File: src/rtl/store_queue.sv
// store_queue: circular in-order store buffer between dispatch, the store FU,
// ROB commit marks and the data cache write port.
// Optional store-to-load forwarding port is built when STORE_FWD_EN is defined.
module store_queue #(
  parameter int N           = 2,
  parameter int SQ_ENTRIES  = 8,
  parameter int SQ_IDX_BITS = $clog2(SQ_ENTRIES),
  parameter int XLEN        = 32
) (
  input  logic                       clock,
  input  logic                       reset,
  input  logic [N-1:0]               dispatch_valid,
  output logic [N*SQ_IDX_BITS-1:0]   alloc_index,
  output logic                       sq_full,
  output logic                       sq_empty,
  input  logic                       exec_valid,
  input  logic [SQ_IDX_BITS-1:0]     exec_index,
  input  logic [XLEN-1:0]            exec_addr,
  input  logic [XLEN-1:0]            exec_data,
  input  logic [1:0]                 exec_size,
  input  logic [N-1:0]               ready_valid,
  input  logic [N*SQ_IDX_BITS-1:0]   ready_index,
  input  logic                       branch_mispredict,
  output logic                       mem_req_valid,
  output logic [XLEN-1:0]            mem_req_addr,
  output logic [XLEN-1:0]            mem_req_data,
  output logic [1:0]                 mem_req_size,
`ifdef STORE_FWD_EN
  input  logic                       ld_valid,
  input  logic [XLEN-1:0]            ld_addr,
  input  logic [SQ_IDX_BITS-1:0]     ld_sq_tail,
  output logic                       fwd_hit,
  output logic [XLEN-1:0]            fwd_data,
`endif
  input  logic                       mem_req_ready
);

  typedef logic [SQ_IDX_BITS-1:0] idx_t;
  typedef logic [SQ_IDX_BITS:0]   cnt_t;

  logic [SQ_ENTRIES-1:0]            valid_q, valid_d, exec_q, exec_d, rdy_q, rdy_d;
  logic [SQ_ENTRIES-1:0][XLEN-1:0]  addr_q, addr_d, data_q, data_d;
  logic [SQ_ENTRIES-1:0][1:0]       size_q, size_d;
  idx_t                             head_q, head_d, tail_q, tail_d;
  cnt_t                             count_q, count_d;
  logic                             fire;
  idx_t                             slot, ridx;
  cnt_t                             nalloc, nsurv;

  assign sq_full  = (SQ_ENTRIES - int'(count_q)) < N;
  assign sq_empty = (count_q == '0);

  // Slot i of this cycle's dispatch group lands at tail+i.
  for (genvar g = 0; g < N; g++) begin : g_alloc
    assign alloc_index[g*SQ_IDX_BITS +: SQ_IDX_BITS] = tail_q + idx_t'(g);
  end

  assign mem_req_valid = valid_q[head_q] & rdy_q[head_q] & exec_q[head_q];
  assign mem_req_addr  = addr_q[head_q];
  assign mem_req_data  = data_q[head_q];
  assign mem_req_size  = size_q[head_q];
  assign fire          = mem_req_valid & mem_req_ready;

  // Next state: exec write, ready marks, drain, then either flush or dispatch.
  always_comb begin
    valid_d = valid_q;
    exec_d  = exec_q;
    rdy_d   = rdy_q;
    addr_d  = addr_q;
    data_d  = data_q;
    size_d  = size_q;
    head_d  = head_q;
    tail_d  = tail_q;
    count_d = count_q;
    nalloc  = '0;
    nsurv   = '0;
    slot    = '0;
    ridx    = '0;

    if (exec_valid) begin
      addr_d[exec_index] = exec_addr;
      data_d[exec_index] = exec_data;
      size_d[exec_index] = exec_size;
      exec_d[exec_index] = 1'b1;
    end

    // Marks are idempotent; marks on free entries are dropped.
    for (int i = 0; i < N; i++) begin
      ridx = ready_index[i*SQ_IDX_BITS +: SQ_IDX_BITS];
      if (ready_valid[i] && valid_q[ridx]) rdy_d[ridx] = 1'b1;
    end

    if (fire) begin
      valid_d[head_q] = 1'b0;
      exec_d[head_q]  = 1'b0;
      rdy_d[head_q]   = 1'b0;
      head_d          = head_q + idx_t'(1);
    end

    if (branch_mispredict) begin
      // Only marked (non-speculative) stores survive; they form a run from head.
      for (int e = 0; e < SQ_ENTRIES; e++) begin
        if (!rdy_d[e]) begin
          valid_d[e] = 1'b0;
          exec_d[e]  = 1'b0;
        end
        nsurv = nsurv + cnt_t'(valid_d[e] & rdy_d[e]);
      end
      tail_d  = head_d + idx_t'(nsurv);
      count_d = nsurv;
    end else begin
      if (!sq_full) begin
        for (int i = 0; i < N; i++) begin
          if (dispatch_valid[i]) begin
            slot          = tail_q + idx_t'(i);
            valid_d[slot] = 1'b1;
            exec_d[slot]  = 1'b0;
            rdy_d[slot]   = 1'b0;
            nalloc        = nalloc + cnt_t'(1);
          end
        end
      end
      tail_d  = tail_q + idx_t'(nalloc);
      count_d = count_q + nalloc - cnt_t'(fire);
    end
  end

  // State registers.
  always_ff @(posedge clock or negedge reset) begin
    if (!reset) begin
      valid_q <= '0;
      exec_q  <= '0;
      rdy_q   <= '0;
      addr_q  <= '0;
      data_q  <= '0;
      size_q  <= '0;
      head_q  <= '0;
      tail_q  <= '0;
      count_q <= '0;
    end else begin
      valid_q <= valid_d;
      exec_q  <= exec_d;
      rdy_q   <= rdy_d;
      addr_q  <= addr_d;
      data_q  <= data_d;
      size_q  <= size_d;
      head_q  <= head_d;
      tail_q  <= tail_d;
      count_q <= count_d;
    end
  end

`ifdef STORE_FWD_EN
  idx_t fdist, fidx;

  // Scan older stores head..ld_sq_tail-1 in age order; the last (youngest) match wins.
  always_comb begin
    fwd_hit  = 1'b0;
    fwd_data = '0;
    fidx     = '0;
    fdist    = ld_sq_tail - head_q;
    if (ld_valid) begin
      for (int k = 0; k < SQ_ENTRIES; k++) begin
        fidx = head_q + idx_t'(k);
        if (idx_t'(k) < fdist && valid_q[fidx] && exec_q[fidx] && size_q[fidx] == 2'd2 &&
            addr_q[fidx][XLEN-1:2] == ld_addr[XLEN-1:2]) begin
          fwd_hit  = 1'b1;
          fwd_data = data_q[fidx];
        end
      end
    end
  end
`endif

endmodule
File: config.mk
export PLATFORM = sky130hd
export DESIGN_NAME = store_queue
export DESIGN_NICKNAME = d
export VERILOG_FILES = /design/src/rtl/store_queue.sv
export SDC_FILE = /design/constraint.sdc
export NUM_CORES = 1
export LEC_CHECK = 0
export ABC_AREA = 0
export ABC_CLOCK_PERIOD_IN_PS = 7800
export CAP_MARGIN = 30
export CORE_MARGIN = 3
export CORE_UTILIZATION = 41
export CTS_BUF_LIST = sky130_fd_sc_hd__clkbuf_16
export DETAILED_ROUTE_END_ITERATION = 6
export SLEW_MARGIN = 20
export SYNTH_ARGS = -nofsm -noshare
export SYNTH_HDL_FRONTEND = slang
export SYNTH_SLANG_ARGS = --single-unit
export TNS_END_PERCENT = 5
File: constraint.sdc
create_clock -name clock -period 7.8 [get_ports clock]
set_input_delay 1.56 -clock clock [delete_from_list [all_inputs] [get_ports clock]]
set_output_delay 1.56 -clock clock [all_outputs]
set_load 0.01 [all_outputs]
# After elaboration in Yosys (flattened, before gate mapping)
# Cells that the tools add are included.
# Widths: inputs -> output; s select.
word_totals:
  regBits: 562
  in_bits: 84
  output_inout_bits: 75
  elab_cells: 185
op_classes:
  n_addsub: 15
  order_cmp: 13
  n_mux: 92
  bitwise: 26
  reduce_logical: 9
ops:
  columns: ["operator", "count"]
  rows:
  - ["$bwmux 256", 2]
  - ["$bmux 32 s3", 2]
  - ["$mux 8", 24]
  - ["$demux 32 s3", 1]
  - ["$mux 32", 3]
  - ["$and 8x8->8", 7]
  - ["$or 8x8->8", 5]
  - ["$mux 1", 36]
  - ["$lt 3x4->1 const B", 6]
  - ["$mux 4", 6]
  - ["$not 8->8", 3]
  - ["$demux 1 s3", 6]
  - ["$ge 3x1->1 const B", 6]
  - ["$add 4x1->4", 4]
  - ["$bwmux 16", 1]
  - ["$bmux 1 s3", 5]
  - ["$and 1x1->1", 11]
  - ["$logic_and 1x1->1", 8]
  - ["$add 3x1->3 const B", 2]
  - ["$add 3x3->3", 2]
  - ["$bmux 2 s3", 1]
  - ["$demux 2 s3", 1]
  - ["$mux 3", 2]
  - ["$lt 5x3->1 const B", 1]
  - ["9 further kinds", 10]

# Depth between registers and ports, before layout
# Gate-level depths: netlist of the first run.
logic_depth:
  depth_word: 22
  depth_mapped: 21

# Least setup slack after synthesis of the first run
# Ideal clock, no wire load.
synth_path:
  kind: "input-to-reg"
  startpoint: "input ready_index[3]"
  endpoint: "register tail_q[2]"
  setup_time_ns: 0.120
  t_arrival_ns: 6.072
  t_required_ns: 7.680
  slack_ns: 1.608
  cell_stages: 19
  path_buffers: 0
  path_cell_list: "or4b_2 o31ai_1 a21oi_1 o21bai_1 nor2_1 fa_1 inv_1 fa_1 inv_1 fa_1 ha_1 inv_1 fa_1 inv_1 fa_1 xnor2_1 xnor2_1 or4_1 a31o_1"
synth_via:
  elab_chain_len: 20
  elab_cells_between_ends: 45
synth_rtl:
  columns: ["element", "line", "text"]
  rows:
  - ["start, declared", "22", "input logic [N*SQ_IDX_BITS-1:0] ready_index,"]
  - ["$lt 3x4->1 (not written as such) or $ge 3x1->1 (tied branches)", "90", "if (ready_valid[i] && valid_q[ridx]) rdy_d[ridx] = 1'b1;"]
  - ["$logic_and 1x1->1 (not written as such)", "90", null]
  - ["$mux 1 (not written as such)", "90", null]
  - ["$demux 1 s3", "90", null]
  - ["$or 8x8->8 (no source line)", null, null]
  - ["$mux 8 (*)", "90", null]
  - ["$and 8x8->8 (no source line)", null, null]
  - ["$mux 8 (*)", "93", "if (fire) begin"]
  - ["[3 not listed]", null, null]
  - ["$add 1x1->2", "107", "nsurv = nsurv + cnt_t'(valid_d[e] & rdy_d[e]);"]
  - ["$add 2x1->3", "107", null]
  - ["$add 3x1->4", "107", null]
  - ["$add 4x1->4 (3 in series)", "107", null]
  - ["$add 4x1->4 (*)", "107", null]
  - ["$add 3x3->3 (*)", "109", "tail_d = head_d + idx_t'(nsurv);"]
  - ["$mux 3 (*)", "100", "if (branch_mispredict) begin"]
  - ["named net tail_d[2]", "44", "idx_t head_q, head_d, tail_q, tail_d;"]
  - ["end signal, assigned", "148", "tail_q <= tail_d;"]
  - ["end, declared", "44", null]
# Mark *: on every way through the listed nets, which the timed path passes. The rest lies on a longest branch. The select of a mux whose other input is x is not followed.
# A chain may end at the register's enable or synchronous reset.

# Worst setup path after layout of the first run
layout_path:
  startpoint: "input mem_req_ready"
  endpoint: "register tail_q[2]"
layout_via:
  elab_chain_len: 14
  elab_cells_between_ends: 37
layout_rtl:
  columns: ["element", "line", "text"]
  rows:
  - ["start, declared", "35", "input logic mem_req_ready"]
  - ["$and 1x1->1 (*)", "62", "assign fire = mem_req_valid & mem_req_ready;"]
  - ["$mux 8", "93", null]
  - ["$mux 1", "103", "if (!rdy_d[e]) begin"]
  - ["$mux 1", "100", null]
  - ["$and 1x1->1", "107", null]
  - ["$add 1x1->2", "107", null]
  - ["$add 2x1->3", "107", null]
  - ["$add 3x1->4", "107", null]
  - ["$add 4x1->4 (4 in series)", "107", null]
  - ["$add 3x3->3 (*)", "109", null]
  - ["$mux 3 (*)", "100", null]
  - ["named net tail_d[2]", "44", null]
# Marked as above.

==> results of run 1 <==
-- flip-flops by register name, indices dropped and copies added, names as in the netlist --
register	count
data_q	256
head_q	3
tail_q	3
count_q	4
valid_q	8
size_q	16
rdy_q	8
addr_q	256
exec_q	8
-- worst max-delay path: stages --
cell                              delay, ns
sky130_fd_sc_hd__clkdlybuf4s50_1       0.56
sky130_fd_sc_hd__nand2_1               0.22
sky130_fd_sc_hd__nor3_1                0.23
sky130_fd_sc_hd__nand3_1               0.13
sky130_fd_sc_hd__or2_2                 0.30
sky130_fd_sc_hd__and3_1                0.19
sky130_fd_sc_hd__fa_1                  0.49
sky130_fd_sc_hd__inv_1                 0.06
sky130_fd_sc_hd__fa_1                  0.53
sky130_fd_sc_hd__inv_1                 0.06
sky130_fd_sc_hd__fa_1                  0.54
sky130_fd_sc_hd__ha_1                  0.17
sky130_fd_sc_hd__inv_1                 0.06
sky130_fd_sc_hd__fa_1                  0.51
sky130_fd_sc_hd__inv_1                 0.07
sky130_fd_sc_hd__fa_1                  0.43
sky130_fd_sc_hd__xnor2_1               0.14
sky130_fd_sc_hd__xnor2_1               0.18
sky130_fd_sc_hd__or4_1                 0.42
sky130_fd_sc_hd__a31o_1                0.23
-- report_power, final --
part	total [mW]	leakage [nW]	internal (mW)	switching [mW]
registers	3.94	6.79	3.57	0.376
clock network	2.73	0.968	1.55	1.18
logic	2.59	4.76	1.59	1.00
total	9.26	12.5	6.70	2.56
-- final timing paths --
| check | startpoint | cells past startpoint | to | slack (ns) |
|---|---|---|---|---|
| min in group asynchronous | reset | 1 | addr_q[70]$_DFFE_PN0P_ | 1.02 |
| max in group asynchronous | reset | 2 | head_q[1]$_DFF_PN0_ | 5.27 |
| setup reg to reg | head_q[2]$_DFF_PN0_ | 18 | tail_q[2]$_DFF_PN0_ | 1.50 |
| setup / recovery | mem_req_ready | 20 | tail_q[2]$_DFF_PN0_ | 1.21 |
| hold reg to reg | addr_q[194]$_DFFE_PN0P_ | 1 | addr_q[194]$_DFFE_PN0P_ | 0.50 |
| hold / removal | addr_q[194]$_DFFE_PN0P_ | 1 | addr_q[194]$_DFFE_PN0P_ | 0.50 |
-- metal layers --
layer | global-route usage, % | part of all wire (%)
met3 | 3.48 | 4.0
met5 | 0 | 0.038
met2 | 31.8 | 50
met1 | 23.9 | 44
met4 | 4.65 | 1.9
-- synth_stat cells, drive strengths merged (3+ instances only) --
cell / count / share of area [%]
nor3b: 5 / 0.14
nand2b: 8 / 0.19
mux4: 134 / 12
a21o: 4 / 0.12
nand4: 6 / 0.14
nor4: 3 / 0.072
nor2b: 10 / 0.24
buf: 59 / 1.1
o21ai: 12 / 0.23
o22ai: 3 / 0.072
mux2: 598 / 26
nor3: 8 / 0.15
nor2: 21 / 0.30
a21oi: 14 / 0.27
a22oi: 5 / 0.14
dfrtp: 562 / 54
and3: 6 / 0.14
inv: 31 / 0.45
a211o: 4 / 0.13
or2: 6 / 0.14
o21bai: 3 / 0.087
xor2: 5 / 0.17
clkbuf: 45 / 0.65
nand4b: 4 / 0.13
ha: 16 / 0.77
nand3: 9 / 0.17
xnor2: 4 / 0.13
o32ai: 4 / 0.13
o31ai: 4 / 0.12
fa: 7 / 0.54
nand3b: 8 / 0.23
nand2: 14 / 0.20
-- final cells by class --
type / instances / area (sq um) / area share, %
flip-flops and latches: 562 / 14100 / 46.2
multi-input cells: 956 / 11400 / 37.5
repair buffers: 190 / 1920 / 6.29
clock buffers: 61 / 1530 / 5.01
well taps: 837 / 1050 / 3.44
clock inverters: 51 / 352 / 1.15
inverters: 31 / 116 / 0.382
diodes: 2 / 5.00 / 0.0164
-- cells by family (layout without fill, tap and decap cells) --
family	count (synthesis)	after routing	synth area share (%)
flip-flops	562	562	54.0
other	0	2	0
buffers and inverters	135	333	2.17
adder cells (fa/ha/maj)	23	23	1.31
multiplexers	734	734	37.6
AND/OR/NAND/NOR	119	119	2.63
XOR/XNOR	9	9	0.303
AO/OA/AOI/OAI	71	71	1.98
==> qor.yml, run 1 <==
hold-worst-slack_ns: 0.497
hold_buffers: 0
synth_edf_count: 0
totalPowerFinal_mw: 9.26
vdd_drop_max_mv: 0.193
hp-class: "flop to flop"
synth.cell_area_sq_mm: 0.0260
setup-violations-final: 0
clock.fmax_ghz: 0.152
critical_path_arrival_ns: 7.08
fin_skew_ns: 0.0108
power.density_mw_per_mm2: 304
final_util_pct: 48.9
detailedRoute.firstPassIterationCount: 6
yosys_warnings: 0
detailed_place.area_sq_mm: 0.0285
postCtsSetupRepairBufs: 0
yosys_register_bits: 562
synth_fp_nets: 1760
instances_no_fill: 2690
gp_congestion: 0.821
dp.final_hpwl_um: 35100
worst-setup-path-type: "input pin to flop"
grt_max_degree: 171
cts.clk_slew.worst_paths_ns: 0.06
rsz0062_at_grt: "false"
post-route-cell-area_sq_mm: 0.0305
wl_um: 60300
cp_max_fo: 8
drt_iter0_drc: 746
maximum_buffer_depth_of_the_clock_tree: 3
design.portCount: 159
number_of_antenna_violations_at_the_first_check_in_global_routing: 4
place.port_buffers: 158
routed-via-count: 14737
final_hold_viols: 0
initial_utilization_pct: 41.8
worst_pin_slew_ns: 0.967
fin_nets: 1909
clock_tree_from_tritoncts: "done"
setup_ws_post_layout_ns: 1.21
timing.max_cap.violations: 0
timing.critical_path.required_ns: 8.30
drive_gt1_share_pct: 46.6
grt_first_pass_wirelength_um: 95700
period_needed_ns: 6.59
synthFlopType: "sky130_fd_sc_hd__dfrtp_1"
status: "completed"
route.antenna.remaining_nets: 0
worst_setup_path_end_kind: "flop"
core_outline_area_sq_mm: 0.0623
num_cts_buffers: 61
dp.cells: 2574
final_cell_mix: "sky130_fd_sc_hd__mux2_2 (597), sky130_fd_sc_hd__dfrtp_1 (559), sky130_fd_sc_hd__clkdlybuf4s50_1 (157)"
num-fill-cells: 5322
synthDistinctLibCells: 59
grt_pass1_vias: 16309
period_share_pct: 84.4
syn_to_final_growth_pct: 17.0
die_height_um: 258
postSynth.asyncResetShare_pct: 100
detail_route.wl_per_cell_um: 22.4
fin_tns_setup_ns: 0
worstSkewPairLatency_ns: 0.62
max-slew-margin-rel_pct: 35.5
root_buffer: "sky130_fd_sc_hd__clkbuf_16"
pre_cts_slack_ns: 0.660
cts_sinks: 562
grt_overflow_total: 0
chip_width_um: 258
avgSynthCellArea_sq_um: 15.7
global_route.usage.total_pct: 18.4
cp-start-kind: "input pin"
post_synth_inst_count: 1653
post_cts.resized_instances: 0
portion_of_the_post_synthesis_area_used_by_sequential_elements_pct: 54.0
post-route-drc-count: 0
slew_viol_final: 0
die_area_sq_mm: 0.0665
mostFrequentLayoutCell: "sky130_fd_sc_hd__mux2_2"
routed_via_density: 5.48
core.rowCount: 91
p_leak_nw: 12.5
cts-htree-levels: 2
Power figures use the tool's default switching activity.
==> inputs of run 2 (changes only) <==
--- a/config.mk
+++ b/config.mk
@@ -6,7 +6,7 @@
 export NUM_CORES = 1
 export LEC_CHECK = 0
 export ABC_AREA = 0
-export ABC_CLOCK_PERIOD_IN_PS = 7800
+export ABC_CLOCK_PERIOD_IN_PS = 6000
 export CAP_MARGIN = 30
 export CORE_MARGIN = 3
 export CORE_UTILIZATION = 41
==> constraint.sdc (replaced) <==
create_clock -name clock -period 6 [get_ports clock]
set_input_delay 1.2 -clock clock [delete_from_list [all_inputs] [get_ports clock]]
set_output_delay 1.2 -clock clock [all_outputs]
set_load 0.01 [all_outputs]
==> run 2 against run 1 <==
  * Core utilization up 0.71 points
  * Cell area up 1.5%
  * Hold slack better by 0.00064 ns
  * Highest routed layer unchanged
  * Final cell count up 0.97%
==> qor.yml, run 2 (synthesis results as in run 1) <==
route.antenna.remaining_nets: 0  # unchanged
period_needed_ns: 5.83
fin_skew_ns: 0.00892  # -0.00188 ns
num_cts_buffers: 61  # unchanged
timing.critical_path.required_ns: 6.51  # -1.79 ns
initial_utilization_pct: 41.8  # unchanged
hold_buffers: 0  # unchanged
detailed_place.area_sq_mm: 0.0288  # +0.88%
clock_tree_from_tritoncts: "done"
critical_path_arrival_ns: 6.34  # -0.74 ns
detailedRoute.firstPassIterationCount: 5  # -1
num-fill-cells: 5359  # +0.70%
worstSkewPairLatency_ns: 0.61  # about the same
multi_input_area_sq_mm: 0.0115  # +0.37%
period_share_pct: 97.2
combPwrFrac_pct: 28.5  # +0.5 points
global_route.usage.total_pct: 18.4  # +0.051 points
timing.max_cap.violations: 0  # unchanged
core.rowCount: 91  # unchanged
core_outline_area_sq_mm: 0.0623  # unchanged
die_height_um: 258  # unchanged
p_clk_share_pct: 30.1  # +0.7 points
grt_overflow_total: 0  # unchanged
highest_layer: "met5"
hold-worst-slack_ns: 0.498  # +0.000636 ns
fin_tns_setup_ns: 0  # unchanged
worst_pin_slew_ns: 0.995  # +0.0275 ns
setup_ws_post_layout_ns: 0.165  # -1.05 ns
place.port_buffers: 158  # unchanged
cts_sinks: 562  # unchanged
cp-start-kind: "input pin"
die_area_sq_mm: 0.0665  # unchanged
drt_iter0_drc: 668  # -10%
worst-setup-path-type: "input pin to flop"
grt_max_degree: 148  # -13%
dp.final_hpwl_um: 33300  # -5.0%
wl_um: 60000  # -0.54%
worst_setup_path_end_kind: "flop"
pre_cts_slack_ns: -0.590  # -1.25 ns
cts-htree-levels: 2  # unchanged
maximum_buffer_depth_of_the_clock_tree: 3  # unchanged
final_cell_mix: "sky130_fd_sc_hd__mux2_2 (597), sky130_fd_sc_hd__dfrtp_1 (559), sky130_fd_sc_hd__clkdlybuf4s50_1 (155)"
root_buffer: "sky130_fd_sc_hd__clkbuf_16"
post-route-drc-count: 0  # unchanged
detail_route.wl_per_cell_um: 22.1  # -1.5%
seqCellArea_sq_mm: 0.0141  # unchanged
power.density_mw_per_mm2: 397  # +31%
status: "completed"
setup-violations-final: 0  # unchanged
final_util_pct: 49.6  # +0.71 points
fin_nets: 1931  # +1.2%
max-slew-margin-rel_pct: 33.7  # -1.8 points
grt_pass1_vias: 16417  # +0.66%
reg_top3: "addr_q: 256 flops, data_q: 256 flops, size_q: 16 flops"
chip_width_um: 258  # unchanged
hp-class: "flop to flop"
met1_length_um: 26500  # +0.82%
netSwitchingPower_mw: 3.36  # +31%
syn_to_final_growth_pct: 18.7
design.portCount: 159  # unchanged
drive_gt1_share_pct: 48.2  # +1.6 points
grt_first_pass_wirelength_um: 96600  # +1.0%
power_switching_share_pct: 27.4  # -0.25 points
seq_power_share_pct: 41.4  # -1.2 points
post-route-cell-area_sq_mm: 0.0309  # +1.5%
cts.clk_slew.worst_paths_ns: 0.06  # about the same
slew_viol_final: 0  # unchanged
gp_congestion: 0.828  # +0.90%
clock.fmax_ghz: 0.171
routed_via_density: 5.46  # -0.28%
met2WireLength_um: 29900  # -1.7%
routed-via-count: 14838  # +0.69%
number_of_antenna_violations_at_the_first_check_in_global_routing: 5  # +1
p_leak_nw: 12.7  # +1.7%
dr_wl_met3_um: 2370  # -2.4%
p_int_mw: 8.92  # +33%
cp_max_fo: 5  # -3
mostFrequentLayoutCell: "sky130_fd_sc_hd__mux2_2"
final_hold_viols: 0  # unchanged
vdd_drop_max_mv: 0.265  # +38%
## run 2: cell count changes in the layout (fill, tap and decap cells not counted), sizes merged
cell | before | now
clkinv | 28 | 34
bufinv | 4 | 7
clkinvlp | 3 | 2
clkbuf | 61 | 62
inv | 47 | 43
buf | 33 | 54
dlymetal6s2s | 0 | 2
clkdlybuf4s50 | 157 | 155
## run 2: what timing repair did
| item | CTS | global route |
|---|---|---|
| buffers inserted | 0 | 6 |
| resized for setup | 0 | 14 |
| endpoints found under the setup margin | 0 | 1 |
## run 2: layer usage
layer,global-route usage [%],vias to the layer above
li1,-,6575
met1,24.6,7958
met2,31.3,211
met3,3.47,88
met4,4.31,6
met5,0,-
## run 2: worst paths after layout
kind / startpoint / endpoint / slack [ns] / depth (start not counted)
setup reg to reg: head_q[0]$_DFF_PN0_ / tail_q[2]$_DFF_PN0_ / 0.21 / 19
max in group asynchronous: reset / head_q[0]$_DFF_PN0_ / 4.08 / 2
setup / recovery: ready_index[3] / tail_q[2]$_DFF_PN0_ / 0.17 / 20
hold / removal: data_q[223]$_DFFE_PN0P_ / data_q[223]$_DFFE_PN0P_ / 0.50 / 1
hold reg to reg: data_q[223]$_DFFE_PN0P_ / data_q[223]$_DFFE_PN0P_ / 0.50 / 1
min in group asynchronous: reset / addr_q[230]$_DFFE_PN0P_ / 0.61 / 1
## run 2: power groups by stage
stage	Clock [mW]	Combinational, mW	Sequential (mW)
after global routing	3.99	3.81	5.20
after floorplan	0	2.39	4.97
after detailed placement	0	3.52	5.15
after CTS	3.82	3.54	5.09
after global placement	0	3.44	5.09
final	3.69	3.50	5.08
## run 2: metrics by stage
stage,power (mW),std cells
2_1_floorplan,7.37,1653
3_3_place_gp,8.53,2589
3_5_place_dp,8.67,2590
4_1_cts,12.4,2706
5_1_grt,13.0,2714
6_report,12.3,2716
## run 2: layout make-up
class | count | share of cell area, %
Timing Repair Buffer | 212 | 7.16
Multi-Input combinational cell | 956 | 37.1
Antenna cell | 2 | 0.0162
Tap cell | 837 | 3.39
Clock buffer | 61 | 4.94
Sequential cell | 562 | 45.5
Clock inverter | 55 | 1.48
Inverter | 31 | 0.377
## run 2: critical path, stage by stage
cell and delay (ns):
sky130_fd_sc_hd__clkdlybuf4s50_1 0.44, sky130_fd_sc_hd__buf_4 0.17, sky130_fd_sc_hd__nand3b_1 0.10, sky130_fd_sc_hd__o32ai_1 0.12, sky130_fd_sc_hd__a21o_1 0.20, sky130_fd_sc_hd__and3_1 0.19
sky130_fd_sc_hd__fa_1 0.51, sky130_fd_sc_hd__inv_1 0.06, sky130_fd_sc_hd__fa_1 0.53, sky130_fd_sc_hd__inv_1 0.05, sky130_fd_sc_hd__fa_1 0.54, sky130_fd_sc_hd__ha_2 0.18
sky130_fd_sc_hd__inv_1 0.06, sky130_fd_sc_hd__fa_1 0.53, sky130_fd_sc_hd__inv_1 0.07, sky130_fd_sc_hd__fa_1 0.43, sky130_fd_sc_hd__xnor2_1 0.15, sky130_fd_sc_hd__xnor2_1 0.18
sky130_fd_sc_hd__or4_1 0.40, sky130_fd_sc_hd__a31o_1 0.22
